### src/rtl/instr_fetch_pkg.sv
// ---------------------------------------------------------------------------
// instr_fetch_pkg
// Definitions shared by the instruction-fetch block:
//   - fetch_state_e : sequencer states (IDLE / RUN / HALT)
//   - PC_W_DEF      : default program-counter width
//   - CNT_W_DEF     : default retired-instruction counter width
//   - TARGET        : 4-entry branch/jump target table, indexed by TargSel
// ---------------------------------------------------------------------------
package instr_fetch_pkg;

    localparam int PC_W_DEF  = 10;
    localparam int CNT_W_DEF = 16;
    localparam int N_TARG    = 4;

    typedef enum logic [1:0] {
        ST_IDLE = 2'd0,
        ST_RUN  = 2'd1,
        ST_HALT = 2'd2
    } fetch_state_e;

    // Table entries are written at the default PC width. The lookup
    // resizes them to the instantiated PC width.
    localparam logic [PC_W_DEF-1:0] TARGET [N_TARG] = '{
        10'd0,
        10'd16,
        10'd64,
        10'd255
    };

endpackage

### src/rtl/instr_fetch_lut_targ.sv
// ---------------------------------------------------------------------------
// lut_targ
// Purely combinational branch-target lookup into the TARGET table.
// Parameters:
//   PC_W    : width of the returned target address
// Ports:
//   TargSel : in  [1:0]       table index
//   Target  : out [PC_W-1:0]  target address
// ---------------------------------------------------------------------------
module lut_targ
    import instr_fetch_pkg::*;
#(
    parameter int PC_W = PC_W_DEF
) (
    input  logic [1:0]      TargSel,
    output logic [PC_W-1:0] Target
);

    always_comb begin
        Target = PC_W'(TARGET[TargSel]);
    end

endmodule

### src/rtl/instr_fetch.sv
// ---------------------------------------------------------------------------
// instr_fetch
// Program-counter sequencer with an IDLE / RUN / HALT control FSM.
//
// Parameters:
//   PC_W     : program-counter width (instruction memory depth 2**PC_W)
//   CNT_W    : retired-instruction counter width
//
// Ports:
//   Clk      : in   clock, rising edge
//   Reset_n  : in   asynchronous active-low reset
//   Start    : in   begin execution at address 0 (accepted in IDLE and HALT)
//   Stall    : in   freeze fetch while in RUN
//   Jump     : in   unconditional redirect to TARGET[TargSel]
//   BranchEn : in   conditional redirect, qualified by Taken
//   Taken    : in   ALU condition flag
//   TargSel  : in   [1:0] target table index
//   Ack      : in   program finished, go to HALT
//   ProgCtr  : out  [PC_W-1:0] current instruction address
//   Running  : out  registered (state == RUN)
//   Done     : out  registered (state == HALT)
//   InstrCnt : out  [CNT_W-1:0] instructions retired since the last Start
// ---------------------------------------------------------------------------
module instr_fetch
    import instr_fetch_pkg::*;
#(
    parameter int PC_W  = PC_W_DEF,
    parameter int CNT_W = CNT_W_DEF
) (
    input  logic              Clk,
    input  logic              Reset_n,
    input  logic              Start,
    input  logic              Stall,
    input  logic              Jump,
    input  logic              BranchEn,
    input  logic              Taken,
    input  logic [1:0]        TargSel,
    input  logic              Ack,
    output logic [PC_W-1:0]   ProgCtr,
    output logic              Running,
    output logic              Done,
    output logic [CNT_W-1:0]  InstrCnt
);

    fetch_state_e     state_q, state_d;
    logic [PC_W-1:0]  pc_q, pc_d;
    logic [CNT_W-1:0] cnt_q, cnt_d;
    logic             running_q, running_d;
    logic             done_q, done_d;

    logic [PC_W-1:0]  targ_addr;
    logic [CNT_W-1:0] cnt_inc;

    lut_targ #(
        .PC_W    (PC_W)
    ) u_lut_targ (
        .TargSel (TargSel),
        .Target  (targ_addr)
    );

    // Retired count saturates rather than wrapping.
    assign cnt_inc = (&cnt_q) ? cnt_q : cnt_q + CNT_W'(1);

    always_comb begin
        state_d = state_q;
        pc_d    = pc_q;
        cnt_d   = cnt_q;

        case (state_q)
            ST_IDLE, ST_HALT: begin
                if (Start) begin
                    state_d = ST_RUN;
                    pc_d    = '0;
                    cnt_d   = '0;
                end
            end
            ST_RUN: begin
                // A stalled cycle retires nothing and ignores every request.
                if (!Stall) begin
                    cnt_d = cnt_inc;
                    if (Ack) begin
                        state_d = ST_HALT;
                    end else if (Jump || (BranchEn && Taken)) begin
                        pc_d = targ_addr;
                    end else begin
                        pc_d = pc_q + PC_W'(1);
                    end
                end
            end
            default: begin
                state_d = ST_IDLE;
                pc_d    = '0;
                cnt_d   = '0;
            end
        endcase

        // Status flags are decoded from the next state so that, once
        // registered, they line up with state_q.
        running_d = (state_d == ST_RUN);
        done_d    = (state_d == ST_HALT);
    end

    always_ff @(posedge Clk or negedge Reset_n) begin
        if (!Reset_n) begin
            state_q   <= ST_IDLE;
            pc_q      <= '0;
            cnt_q     <= '0;
            running_q <= 1'b0;
            done_q    <= 1'b0;
        end else begin
            state_q   <= state_d;
            pc_q      <= pc_d;
            cnt_q     <= cnt_d;
            running_q <= running_d;
            done_q    <= done_d;
        end
    end

    assign ProgCtr  = pc_q;
    assign InstrCnt = cnt_q;
    assign Running  = running_q;
    assign Done     = done_q;

endmodule

### config.mk
export PLATFORM = sky130hd
export DESIGN_NAME = instr_fetch
export DESIGN_NICKNAME = d
export VERILOG_FILES = /design/src/rtl/instr_fetch_pkg.sv /design/src/rtl/instr_fetch_lut_targ.sv /design/src/rtl/instr_fetch.sv
export SDC_FILE = /design/constraint.sdc
export NUM_CORES = 1
export LEC_CHECK = 0
export BUFFER_PORTS_ARGS = -buffer_cell sky130_fd_sc_hd__buf_2
export CAP_MARGIN = 20
export CORE_UTILIZATION = 49
export DETAILED_ROUTE_END_ITERATION = 16
export GPL_TIMING_DRIVEN = 0
export MAX_ROUTING_LAYER = met4
export PLACE_DENSITY_LB_ADDON = 0.05
export SLEW_MARGIN = 30
export SYNTH_ARGS = -nofsm -noshare
export SYNTH_HDL_FRONTEND = slang
export SYNTH_SLANG_ARGS = --single-unit
### constraint.sdc
create_clock -name Clk -period 2 [get_ports Clk]
set_input_delay 0.2 -clock Clk [delete_from_list [all_inputs] [get_ports Clk]]
set_output_delay 0.2 -clock Clk [all_outputs]
set_load 0.03 [all_outputs]
==> summary by stage <==
Route
Dividing the detail-routed via count by the number of cells gives 5.95. The overall routed net length is 4.30 mm. The count of nets left with antenna violations once routing finished came out at 0. Before antenna repair, the detailed router went through 4 iterations. The number of vias after detailed routing is between 1.5k and 2k.

The post-route DRC violation count is 0. The count of routing violations after the opening detailed-route iteration is 108. The mean routed wirelength per cell is 15.4 um.

Place
The cell area reported after detailed placement is about 2000 sq um. The global placement routability congestion is 0.821. The number of instances in the placed design is 269. In this run the tool buffered the top-level ports with 37 buffer cells. The wire-length estimate of the detail-placed layout is 2.99 mm.

Pwr
The leakage power is approximately 0.97 nW. Across the VDD grid, the largest voltage drop is 0.000508 V. Summing internal, switching and leakage power gives 2.12 mW. The power density over the cells is 1010 nW/um^2.

Synthesis
Of the synthesized area, sequential elements account for 42.8%. In the synthesized netlist the async set-or-reset flop fraction comes to 100%. The synthesized area divided by synthesized cell count is 9.42 sq um. The synthesized design contains 30 register bits. The number of nets in the synthesized netlist is 198.

The number of different library cells used by synthesis comes to 50. The cell area that synthesis handed to floorplanning was 1750 sq um. For this run, the number of Yosys warnings is 0. The count of flip-flops with a built-in enable after synthesis is 0.

The cell count after synthesis came out at 186. The main flop type after synthesis is sky130_fd_sc_hd__dfrtp_1.

Finish
Registers take about 750 sq um. The diode insertion count for antenna repair is 0. The net count of the finished layout is 245.

The final standard cell area without fillers is 2100 sq um. The number of cells in the finished layout apart from fillers is between 200 and 300. The fraction of layout instances using a drive strength above 1 is 30.0%. The filler cell count is 303. The combined area of the multi-input logic cells is 953 sq um. The layout-stage area growth over the synthesis result is 19.9%.

Worst setup path
In this run the worst path has a maximum fanout of 9. The endpoint type of the worst setup path is a flop. STA puts the critical path data required time at 2.23 ns. By startpoint and endpoint, the worst setup path is classified as reg -> reg. At the worst endpoint, the arrival time is 2.13 ns.

STA classifies the critical path startpoint as a flop.

Floorplan
The die footprint is 3820 sq um. In this run the core area contains 21 standard-cell rows. The initial standard-cell utilization of the core is 51.7%. The floorplan step set the die height to 61.8 um.

The count of pins on the block boundary is 38. The floorplan step defined a core boundary enclosing 3390 sq um. The horizontal extent of the die is 61.8 um.

STA
The transition time of the tightest slew-check pin is about 0.83 ns. The worst path needs 1.90 ns of the cycle, external delays included. The clock arrives with approximately 0.014 ns of skew. The final hold violation count came to 0.

Setup repair after global routing left no endpoint under its margin. Of the available clock period, the critical path in the final layout requires 95.0%. The number of failing setup endpoints in the final timing report is 0.

The final-layout setup total negative slack is 0 ns. The headroom to the max-slew limit is 44.4%. The highest achievable clock rate is between 0.5 and 0.6 GHz. The final count of pins violating max slew is 0.

Min path
The class of the tightest hold or removal check is in -> reg.

Status
The flow ran to the end, and the final reports show no timing, DRC or antenna violations.

Run
The number of max-cap violations is 0.

Clocking
Counting the buffers created by CTS gives 5. The number of H-tree levels is 2. Clock-pin slew was measured on the worst setup and hold paths at 0.10 ns.

The clock network latency to the later pin of the worst-skew pair is 0.34 ns. The deepest clock path buffer count is 2. TritonCTS built the clock tree. The tree is rooted in a sky130_fd_sc_hd__clkbuf_4.

CTS saw 30 sinks.

Global routing
Entering global routing, the biggest net connects 31 pins. Global routing used 24.9% of the available tracks across all layers. The number of antenna violations at the first check in global routing came to 0. The total congestion overflow is 0. The number of global-route vias before repair came to 1,367. The global-route wire length before repair is ~6.5 mm.
## layer usage
| layer | vias up | track usage, % | wire [um] |
|---|---|---|---|
| li1 | 805 | - | - |
| met3 | 5 | 7.04 | 215 |
| met2 | 63 | 36.1 | 1990 |
| met5 | - | - | 0 |
| met4 | 0 | 7.30 | 51 |
| met1 | 787 | 33.9 | 2040 |
## kinds of logic (layout without fill, tap and decap cells)
group           Yosys count  count (layout)  synth area share (%)
xor+xnor                  2               2                 0.999
buf+inv                  18              65                  4.64
fa+ha+maj                 2               2                  1.43
compound gates           69              69                  30.1
flops                    30              30                  42.8
mux                       2               2                  1.14
simple gates             63              63                  18.8
## path summary, 6_finish.rpt
kind	from	endpoint	slack (ns)	cells after the start
max reg2reg	state_q[0]	InstrCnt[14]	0.1	6
max	state_q[0]	InstrCnt[14]	0.1	6
min	Ack	ProgCtr[6]	0.17	2
max in group asynchronous	Reset_n	InstrCnt[1]	1.07	2
min reg2reg	ProgCtr[9]	ProgCtr[9]	0.55	2
min in group asynchronous	Reset_n	InstrCnt[11]	0.43	2
## critical path, cell delays in order, from the launching register on
cell	delay (ns)
sky130_fd_sc_hd__dfrtp_1	0.37
sky130_fd_sc_hd__buf_4	0.15
sky130_fd_sc_hd__nor2b_1	0.21
sky130_fd_sc_hd__a21oi_1	0.36
sky130_fd_sc_hd__o31ai_4	0.13
sky130_fd_sc_hd__buf_4	0.18
sky130_fd_sc_hd__a221o_2	0.38
## power breakdown
part	leakage, nW	switching (mW)	internal (mW)
sequential	0.406	0.123	0.715
clock	0.0254	0.205	0.132
combinational	0.542	0.620	0.321
total	0.973	0.948	1.17
## layout make-up
class | count | share of cell area [%]
multi-input combinational | 138 | 45.4
sequential | 30 | 35.8
timing repair buffer | 40 | 10.0
tap | 46 | 2.74
clock buffer | 7 | 2.14
buffer | 7 | 1.96
inverter | 11 | 1.96
## sequential cells by signal, indices dropped and copies added (netlist names)
register and flops:
Done 1, Running 1, state_q 2, InstrCnt 16, ProgCtr 10
## synthesized netlist by cell type (2+ instances only)
master | instances | area (sq um)
sky130_fd_sc_hd__nor2_1 | 6 | 22.5
sky130_fd_sc_hd__nor3_1 | 6 | 30.0
sky130_fd_sc_hd__nand2_1 | 19 | 71.3
sky130_fd_sc_hd__inv_1 | 11 | 41.3
sky130_fd_sc_hd__nor4_1 | 4 | 25.0
sky130_fd_sc_hd__mux2i_1 | 2 | 20.0
sky130_fd_sc_hd__a211o_2 | 3 | 30.0
sky130_fd_sc_hd__or3_1 | 4 | 25.0
sky130_fd_sc_hd__nand4_1 | 3 | 18.8
sky130_fd_sc_hd__a211oi_1 | 2 | 15.0
sky130_fd_sc_hd__o21ai_0 | 18 | 90.1
sky130_fd_sc_hd__buf_2 | 2 | 10.0
sky130_fd_sc_hd__o211ai_1 | 2 | 15.0
sky130_fd_sc_hd__o22ai_1 | 3 | 18.8
sky130_fd_sc_hd__dfrtp_1 | 30 | 751
sky130_fd_sc_hd__nand3_2 | 2 | 20.0
sky130_fd_sc_hd__nor2b_1 | 3 | 18.8
sky130_fd_sc_hd__clkbuf_1 | 3 | 11.3
sky130_fd_sc_hd__a21oi_1 | 7 | 35.0
sky130_fd_sc_hd__or2_2 | 2 | 12.5
sky130_fd_sc_hd__xnor2_1 | 2 | 17.5
sky130_fd_sc_hd__a21o_1 | 4 | 30.0
sky130_fd_sc_hd__a2bb2oi_1 | 2 | 17.5
sky130_fd_sc_hd__a2111oi_0 | 3 | 26.3
sky130_fd_sc_hd__ha_1 | 2 | 25.0
sky130_fd_sc_hd__and3_1 | 2 | 12.5
sky130_fd_sc_hd__nand3_1 | 7 | 35.0
sky130_fd_sc_hd__o211a_1 | 3 | 30.0
sky130_fd_sc_hd__a31oi_1 | 2 | 12.5
sky130_fd_sc_hd__o22a_2 | 4 | 40.0
sky130_fd_sc_hd__a22o_1 | 4 | 35.0
## placed cells by master, fill, tap and decap left out, types with 3 or more instances in the layout
cell type                   instances
sky130_fd_sc_hd__o21ai_0           18
sky130_fd_sc_hd__nand4_1            3
sky130_fd_sc_hd__a2111oi_0          3
sky130_fd_sc_hd__buf_2             39
sky130_fd_sc_hd__a22o_1             4
sky130_fd_sc_hd__inv_1             11
sky130_fd_sc_hd__o211a_1            3
sky130_fd_sc_hd__nand2_1           19
sky130_fd_sc_hd__clkbuf_1           4
sky130_fd_sc_hd__a211o_2            3
sky130_fd_sc_hd__nor2b_1            3
sky130_fd_sc_hd__o22ai_1            3
sky130_fd_sc_hd__nand3_1            7
sky130_fd_sc_hd__nor2_1             6
sky130_fd_sc_hd__buf_4              3
sky130_fd_sc_hd__nor3_1             5
sky130_fd_sc_hd__a21oi_1            7
sky130_fd_sc_hd__clkbuf_4           5
sky130_fd_sc_hd__a21o_1             4
sky130_fd_sc_hd__o22a_2             4
sky130_fd_sc_hd__or3_1              4
sky130_fd_sc_hd__nor4_1             4
sky130_fd_sc_hd__dfrtp_1           28
## timing repair
action | in CTS | in global routing
hold endpoints to repair | 30 | 0
pin swaps | 1 | 0
setup endpoints to repair | 9 | 9
resized for setup | 2 | 5
buffers inserted | 2 | 0
hold buffers | 1 | 0
cloned | 0 | 0
## per-stage QoR
stage               util [%]  hold slack, ns  setup WS, ns
floorplan                  -         -0.0956       0.00787
global placement        59.0           0.263       -0.0826
detailed placement      59.0           0.279       -0.0751
CTS                     61.4           0.165       0.00638
finish                  62.0           0.173        0.0999
global route            62.0           0.179       0.00377
No activity file was read; power rests on OpenSTA's default activity.
